`src/rtl/timestep_sequencer_pkg.sv`:
```
// -----------------------------------------------------------------------------
// timestep_sequencer_pkg
// Definitions shared by the timestep sequencer datapath and the controller
// that consumes INST/T.
//   timestep_t              : 2-bit timestep, T0..T3
//   WORD_W                  : width of the shared data bus / instruction word
//   DEBOUNCE_CYCLES_DEFAULT : stable cycles needed to accept a new button
//                             level (5 ms at 50 MHz)
// -----------------------------------------------------------------------------
package timestep_sequencer_pkg;

    localparam int WORD_W                  = 10;
    localparam int DEBOUNCE_CYCLES_DEFAULT = 250000;

    typedef enum logic [1:0] {
        T0 = 2'd0,
        T1 = 2'd1,
        T2 = 2'd2,
        T3 = 2'd3
    } timestep_t;

    // Next timestep on an accepted step: a clear wins over the increment.
    function automatic timestep_t next_timestep(input timestep_t cur, input logic clr);
        if (clr) begin
            return T0;
        end
        return timestep_t'(cur + 2'd1);
    endfunction

endpackage

```
`src/rtl/timestep_sequencer_debouncer.sv`:
```
// -----------------------------------------------------------------------------
// button_debouncer
// Turns a raw, bouncy, asynchronous active-low push-button into a single
// one-cycle pulse per debounced press.
//   clk    : system clock
//   rst    : asynchronous active-high reset, discards all progress
//   btn_n  : raw active-low button
//   pulse  : one-cycle pulse, the cycle after the debounced level rises
//
// Valid/ready semantics do not apply here: pulse is a fire-and-forget strobe
// that the consumer must act on in the cycle it is high.
//
// Pipeline from a clean press: 2 synchronizer cycles, DEBOUNCE_CYCLES cycles
// of stable difference before the debounced level flips, then 1 cycle for the
// registered rising-edge detect.
// -----------------------------------------------------------------------------
module button_debouncer
    import timestep_sequencer_pkg::*;
#(
    parameter int DEBOUNCE_CYCLES = DEBOUNCE_CYCLES_DEFAULT
) (
    input  logic clk,
    input  logic rst,
    input  logic btn_n,
    output logic pulse
);

    // A one-cycle debounce would give a zero-width counter; keep at least 1 bit.
    localparam int CNT_W = ($clog2(DEBOUNCE_CYCLES) < 1) ? 1 : $clog2(DEBOUNCE_CYCLES);
    localparam logic [CNT_W-1:0] CNT_LAST = CNT_W'(DEBOUNCE_CYCLES - 1);

    // The synchronizer carries the already-inverted level so that its reset
    // value 0 is also the "not pressed" value.
    logic             r_sync1;
    logic             r_sync2;
    logic             r_btn_d;
    logic             r_btn_d_q;
    logic             r_pulse;
    logic [CNT_W-1:0] r_cnt;

    logic             w_btn_s;
    logic             w_differ;
    logic             w_cnt_done;

    assign w_btn_s    = r_sync2;
    assign w_differ   = w_btn_s ^ r_btn_d;
    assign w_cnt_done = (r_cnt == CNT_LAST);

    always_ff @(posedge clk or posedge rst) begin
        if (rst) begin
            r_sync1 <= 1'b0;
            r_sync2 <= 1'b0;
        end else begin
            r_sync1 <= ~btn_n;
            r_sync2 <= r_sync1;
        end
    end

    // Any cycle where the synchronized level matches the accepted level
    // restarts the count, so bounces shorter than DEBOUNCE_CYCLES are ignored.
    always_ff @(posedge clk or posedge rst) begin
        if (rst) begin
            r_btn_d <= 1'b0;
            r_cnt   <= '0;
        end else if (!w_differ) begin
            r_cnt   <= '0;
        end else if (w_cnt_done) begin
            r_btn_d <= w_btn_s;
            r_cnt   <= '0;
        end else begin
            r_cnt   <= r_cnt + CNT_W'(1);
        end
    end

    // Rising edge of the debounced level only; releases produce no pulse.
    always_ff @(posedge clk or posedge rst) begin
        if (rst) begin
            r_btn_d_q <= 1'b0;
            r_pulse   <= 1'b0;
        end else begin
            r_btn_d_q <= r_btn_d;
            r_pulse   <= r_btn_d & ~r_btn_d_q;
        end
    end

    assign pulse = r_pulse;

endmodule

```
`src/rtl/timestep_sequencer.sv`:
```
// -----------------------------------------------------------------------------
// timestep_sequencer
// Single-step front end for a small multicycle processor: each debounced
// press of the Execute button produces one step pulse, which advances the
// timestep counter and optionally captures the bus into the instruction
// register.
//   clk    : system clock
//   rst    : asynchronous active-high reset
//   exec_n : raw active-low Execute button (asynchronous, bouncy)
//   bus    : shared data bus, source for the instruction register
//   IRin   : capture bus into INST on the next step
//   Clr    : clear T to T0 on the next step (wins over increment)
//   INST   : registered instruction word
//   T      : registered timestep
//   step   : one-cycle pulse per accepted press
//
// IRin and Clr are qualified by step: outside a step cycle they are ignored.
// INST and T come straight from flops, so the controller sees no
// combinational path from bus/IRin/Clr.
// -----------------------------------------------------------------------------
module timestep_sequencer
    import timestep_sequencer_pkg::*;
#(
    parameter int DEBOUNCE_CYCLES = DEBOUNCE_CYCLES_DEFAULT
) (
    input  logic              clk,
    input  logic              rst,
    input  logic              exec_n,
    input  logic [WORD_W-1:0] bus,
    input  logic              IRin,
    input  logic              Clr,
    output logic [WORD_W-1:0] INST,
    output logic [1:0]        T,
    output logic              step
);

    logic              w_step;
    timestep_t         r_t;
    logic [WORD_W-1:0] r_inst;

    button_debouncer #(
        .DEBOUNCE_CYCLES(DEBOUNCE_CYCLES)
    ) u_debouncer (
        .clk   (clk),
        .rst   (rst),
        .btn_n (exec_n),
        .pulse (w_step)
    );

    always_ff @(posedge clk or posedge rst) begin
        if (rst) begin
            r_t <= T0;
        end else if (w_step) begin
            r_t <= next_timestep(r_t, Clr);
        end
    end

    always_ff @(posedge clk or posedge rst) begin
        if (rst) begin
            r_inst <= '0;
        end else if (w_step && IRin) begin
            r_inst <= bus;
        end
    end

    assign INST = r_inst;
    assign T    = r_t;
    assign step = w_step;

endmodule

```
`config.mk`:
```
export PLATFORM = sky130hd
export DESIGN_NAME = timestep_sequencer
export DESIGN_NICKNAME = d
export VERILOG_FILES = /design/src/rtl/timestep_sequencer_pkg.sv /design/src/rtl/timestep_sequencer_debouncer.sv /design/src/rtl/timestep_sequencer.sv
export SDC_FILE = /design/constraint.sdc
export NUM_CORES = 1
export LEC_CHECK = 0
export ABC_AREA = 1
export CAP_MARGIN = 10
export CORE_MARGIN = 2
export CORE_UTILIZATION = 30
export DETAILED_ROUTE_END_ITERATION = 8
export PLACE_DENSITY = 0.49
export SYNTH_ARGS = -nofsm -noshare
export SYNTH_HDL_FRONTEND = slang
export SYNTH_SLANG_ARGS = --single-unit
export TNS_END_PERCENT = 1
```
`constraint.sdc`:
```
create_clock -name clk -period 1.3 [get_ports clk]
set_clock_uncertainty 0.05 [all_clocks]
set_input_delay 0.13 -clock clk [delete_from_list [all_inputs] [get_ports clk]]
set_output_delay 0.13 -clock clk [all_outputs]
set_load 0.005 [all_outputs]
```
## Word-level counts from Yosys, hierarchy flattened

Index checks and enable logic that the tools add are counted.

| operators by class | value |
|---|---|
| $add $sub $neg | 2 |
| equal/unequal tests | 1 |
| muxes and demuxes | 6 |
| bitwise operators | 4 |
| reductions and logical operators | 2 |

Operator list:

| operator | number |
|---|---|
| $mux 18 | 2 |
| $add 18x1->18 const B | 1 |
| $eq 18x18->1 const B | 1 |
| $mux 2 | 2 |
| $add 2x1->2 const B | 1 |
| $mux 1 | 2 |
| $not 1->1 | 2 |
| $reduce_and 2->1 | 1 |
| $and 1x1->1 | 1 |
| $logic_and 1x1->1 | 1 |
| $xor 1x1->1 | 1 |

| storage, ports and cells | value |
|---|---|
| bits in registers | 35 |
| input bits | 15 |
| output and inout bits | 13 |

## Logic depth before layout (Yosys ltp)

| depth | value |
|---|---|
| word-level depth | 3 |
| mapped depth | 9 |

## Cells and area by module

From an unflattened synthesis, not the netlist that was laid out.

| unflattened totals | value |
|---|---|
| cell total of the unflattened synthesis | 196 |
| area, all modules | 1684.1 µm² |

By module, submodules not included:

| module | times used | cells an instance | area an instance (µm²) |
|---|---|---|---|
| button_debouncer | 1 | 140 | 1171.1 |
| timestep_sequencer | 1 | 56 | 513.0 |

## Worst setup path before layout

Ideal clock, no wire load.

| timing path | value |
|---|---|
| path type | register to register |
| start point | register u_debouncer.r_cnt[0] |
| end point | register u_debouncer.r_cnt[14] |
| library setup time | 0.071 ns |
| data arrival time | 1.162 ns |
| setup slack | 0.017 ns |
| cell stages (with the launch flop) | 10 |
| path buffers | 0 |
| cell sequence | dfrtp_1 > ha_1 > nand3_1 > inv_1 > nand2_4 > nor2_4 > nand2_2 > nand2_1 > nand2_1 > nor2_1 |

| between the ends | value |
|---|---|
| cells in the longest elaborated chain, start to end | 3 |
| elaborated cells between the ends (all ways) | 4 |
| classes of those cells | add/sub (1); eq/ne (1); mux (2) |

Ends and longest elaborated chain:

| what | RTL line | text |
|---|---|---|
| from (decl) | timestep_sequencer_debouncer.sv:39 | `logic [CNT_W-1:0] r_cnt;` |
| from (signal assigned) | timestep_sequencer_debouncer.sv:71 | `r_cnt <= r_cnt + CNT_W'(1);` |
| $add 18x1->18 / $eq 18x18->1 (equally long branches) | timestep_sequencer_debouncer.sv:71, timestep_sequencer_debouncer.sv:47 |  |
| $mux 18 * | timestep_sequencer_debouncer.sv:67 | `end else if (w_cnt_done) begin` |
| $mux 18 * | timestep_sequencer_debouncer.sv:65 | `end else if (!w_differ) begin` |

Every way passes the cells marked *; elsewhere a longest branch is shown, timed or not.
A chain may end at the register's enable or synchronous reset.

## Worst setup path in the final report

| timing path | value |
|---|---|
| start point | register u_debouncer.r_cnt[1] |
| end point | register u_debouncer.r_cnt[7] |

The elaborated chain is that of the path after synthesis.

==> flow_summary.toml <==
[sta]
setup_viol = 3
finalCriticalPeriod_ns = 1.31
setup_ws_ns = -0.0118
drv_slew = 0
finalHoldViolCount = 0
rsz0062_at_grt = "true"
tns_ns = -0.0303
finalCritPeriodShare_pct = 101
fmax_ghz = 0.762
slew_headroom_pct = 86.5
max_slew.worst_pin.slew_ns = 0.203

[placed_design]
hpwlAfterDp_um = 2520
gp_congestion = 0.758
place_ws_ns = -0.0703
portBuffers = 27
place_inst = 297

[yosys]
synthFlopType = "dfrtp_1"
async_reset_ff_share_pct = 100
synth-simple-area-share_pct = 23.9
synth-edff-count = 0
synth_top_family_by_area = "simple AND/OR/NAND/NOR gates"
ys_seq_area_share_pct = 53.9
synth_area_per_cell_um2 = 9.07
netlist_area_um2 = 1620
synthXorXnorAreaFrac_pct = 4.24
ys_ff_latch = 35
synth.area.mux_share_pct = 6.93
netlist.top_cell.by_area = "dfrtp_1"
synth_area_leaders = "dfrtp_1, nor2_1, nand2_1"
netlist_instances = 179
synth_fa_ha_area_share_pct = 0.770
synth_top_area_share_pct = 53.9
synth-compound-area-share_pct = 4.47
ys_types = 21
yosysWarnings = 0
synth_nets = 195

[die]
io_pins = 28
initial_core_util_pct = 31.4
die_area_um2 = 6020
rows = 26
die_y_um = 77.6
core_area_um2 = 5170
die_w_um = 77.6

[cts]
path_clk_slew_ns = 0.07
insertion_delay_ns = 0.29
cts.path.max_buffers = 2
hold_buffers = 0
cts_buffers = 5
cts_tree = "built"
cts_sinks = 35
clock_tree.root_cell = "clkbuf_8"
htree_num_levels = 2

[worst_setup_path]
cp-end-kind = "flop"
worstPathCellList = "buf_4 > nand2_1 > nor2_2 > nand3_2 > buf_4 > xor2_1 > nor2_1"
critPathLaunchType = "flop"
crit_type = "reg2reg"
critPathMaxStageDelay_ns = 0.39
cp_slowest_cell = "dfrtp_1"
cp_max_fo = 3
cp.required_ns = 1.42
setup.worst_path.start = "u_debouncer.r_cnt[1]"
timing.rr.start = "u_debouncer.r_cnt[1]"
critical_path.most_common_cell = "buf_4"
arrival_ns = 1.43

[layout]
fin_cells = 307
syn_to_final_growth_pct = 47.0
diodes = 0
fill_cells = 503
drive_gt1_share_pct = 30.8
nets = 252

[detailed_routing]
drcViolationCount = 0
totalWireLength_um = 3430
ant_nets = 0
drtIter0Drc = 90
drt-vias-per-instance = 4.23
first_pass_iters = 4
vias = 1299
wl_per_cell_um = 11.2

[status]
status = "complete, but fails checks"
violations = "setup timing"

[global_routing]
track_usage_pct = 12.8
grt_pass1_vias = 1325
grt_antenna_before_repair = 0
grt_max_degree = 36
grt_pass1_wl_um = 6040
grt_overflow = 0

[min_path]
hold_path_class = "in2async"

[run]
maxCapViolations = 0

[power]
p_total_uw = 2400
irDropWorstVdd_uv = 621
leakage_uw = 0.00115
powerDensity_nw_per_um2 = 1010
==> per-stage QoR <==
step           cell area [µm²]  utilization, %  hold WS [ns]
6_report                  2390            46.2         0.134
5_1_grt                   2390            46.2         0.166
4_1_cts                   2290            44.3         0.148
3_5_place_dp              2160            41.8         0.289
3_3_place_gp              2160            41.8         0.283
2_1_floorplan             1620               -         0.139
==> synth_stat cells (all sizes together), types with 2 or more instances <==
library cell / count
nor2: 39
dfrtp: 35
nand2: 35
inv: 23
mux2: 10
nand3: 9
a21oi: 8
o21ai: 5
xor2: 4
xnor2: 3
nand4: 2
nor3: 2
==> routing by layer <==
layer	global-route usage [%]	wire [µm]
met1	16.5	1640
met2	20.5	1650
met3	2.79	67
met4	5.89	70
met5	0	0
==> state kept, by name (all words and copies together) (netlist names) <==
register,cells
INST,10
u_debouncer.r_sync1,1
u_debouncer.r_btn_d,1
u_debouncer.r_sync2,1
u_debouncer.r_btn_d_q,1
u_debouncer.r_cnt,18
u_debouncer.pulse,1
T,2
==> cells by family (layout without fill, tap and decap cells) <==
kind of cell | count (synthesis) | count (layout)
buf+inv | 24 | 82
simple gates | 88 | 88
compound gates | 14 | 14
flops | 35 | 35
fa+ha+maj | 1 | 1
mux | 10 | 10
xor+xnor | 7 | 7
==> cells in the final DEF (no fill, tap or decap), types with 3 or more instances in the layout <==
cell type,instances
inv_1,19
dlygate4sd2_1,13
a21oi_1,8
nor2_2,8
o21ai_0,4
nand2_1,28
nand3_2,3
clkbuf_8,5
nand3_1,5
nor2_1,27
xor2_1,4
nand2_2,6
dfrtp_1,34
nor2_4,4
clkdlybuf4s50_1,14
mux2_2,10
inv_2,3
buf_4,22
==> critical path, delay by kind of cell, from the launching register on <==
family                 cells  cell delay (ns)
XOR/XNOR                   1             0.11
buffers and inverters      2             0.30
flip-flops                 1             0.39
AND/OR/NAND/NOR            4             0.34
==> repair_timing <==
action                                  in CTS  in global routing
setup buffers                                0                  2
resized for setup                           17                 25
pin swaps                                    1                 10
endpoints found under the setup margin      26                 17
==> power by group <==
part / internal (µW) / switching (µW) / total [µW]
Clock: 767 / 400 / 1170
Combinational: 69.2 / 53.9 / 123
Sequential: 1100 / 11.3 / 1110
Total: 1930 / 466 / 2400
==> path summary, 6_finish.rpt <==
path                                         to  slack [ns]  depth (start not counted)
max                        u_debouncer.r_cnt[7]       -0.01                          7
min                                     INST[2]        0.13                          3
max reg2reg                u_debouncer.r_cnt[7]       -0.01                          7
min reg2reg                 u_debouncer.r_sync2        0.30                          0
max in group asynchronous  u_debouncer.r_cnt[2]        0.85                          3
min in group clk            u_debouncer.r_sync1        0.26                          2
==> area by class of cell <==
class | instances | area (µm²) | area share [%]
multi-input combinational | 120 | 742 | 31.1
timing repair buffer | 51 | 459 | 19.2
clock buffer | 6 | 72.6 | 3.04
sequential | 35 | 877 | 36.7
inverter | 23 | 88.8 | 3.72
clock inverter | 2 | 60.1 | 2.52
tap | 70 | 87.6 | 3.67
No activity file was read; power rests on OpenSTA's default activity.
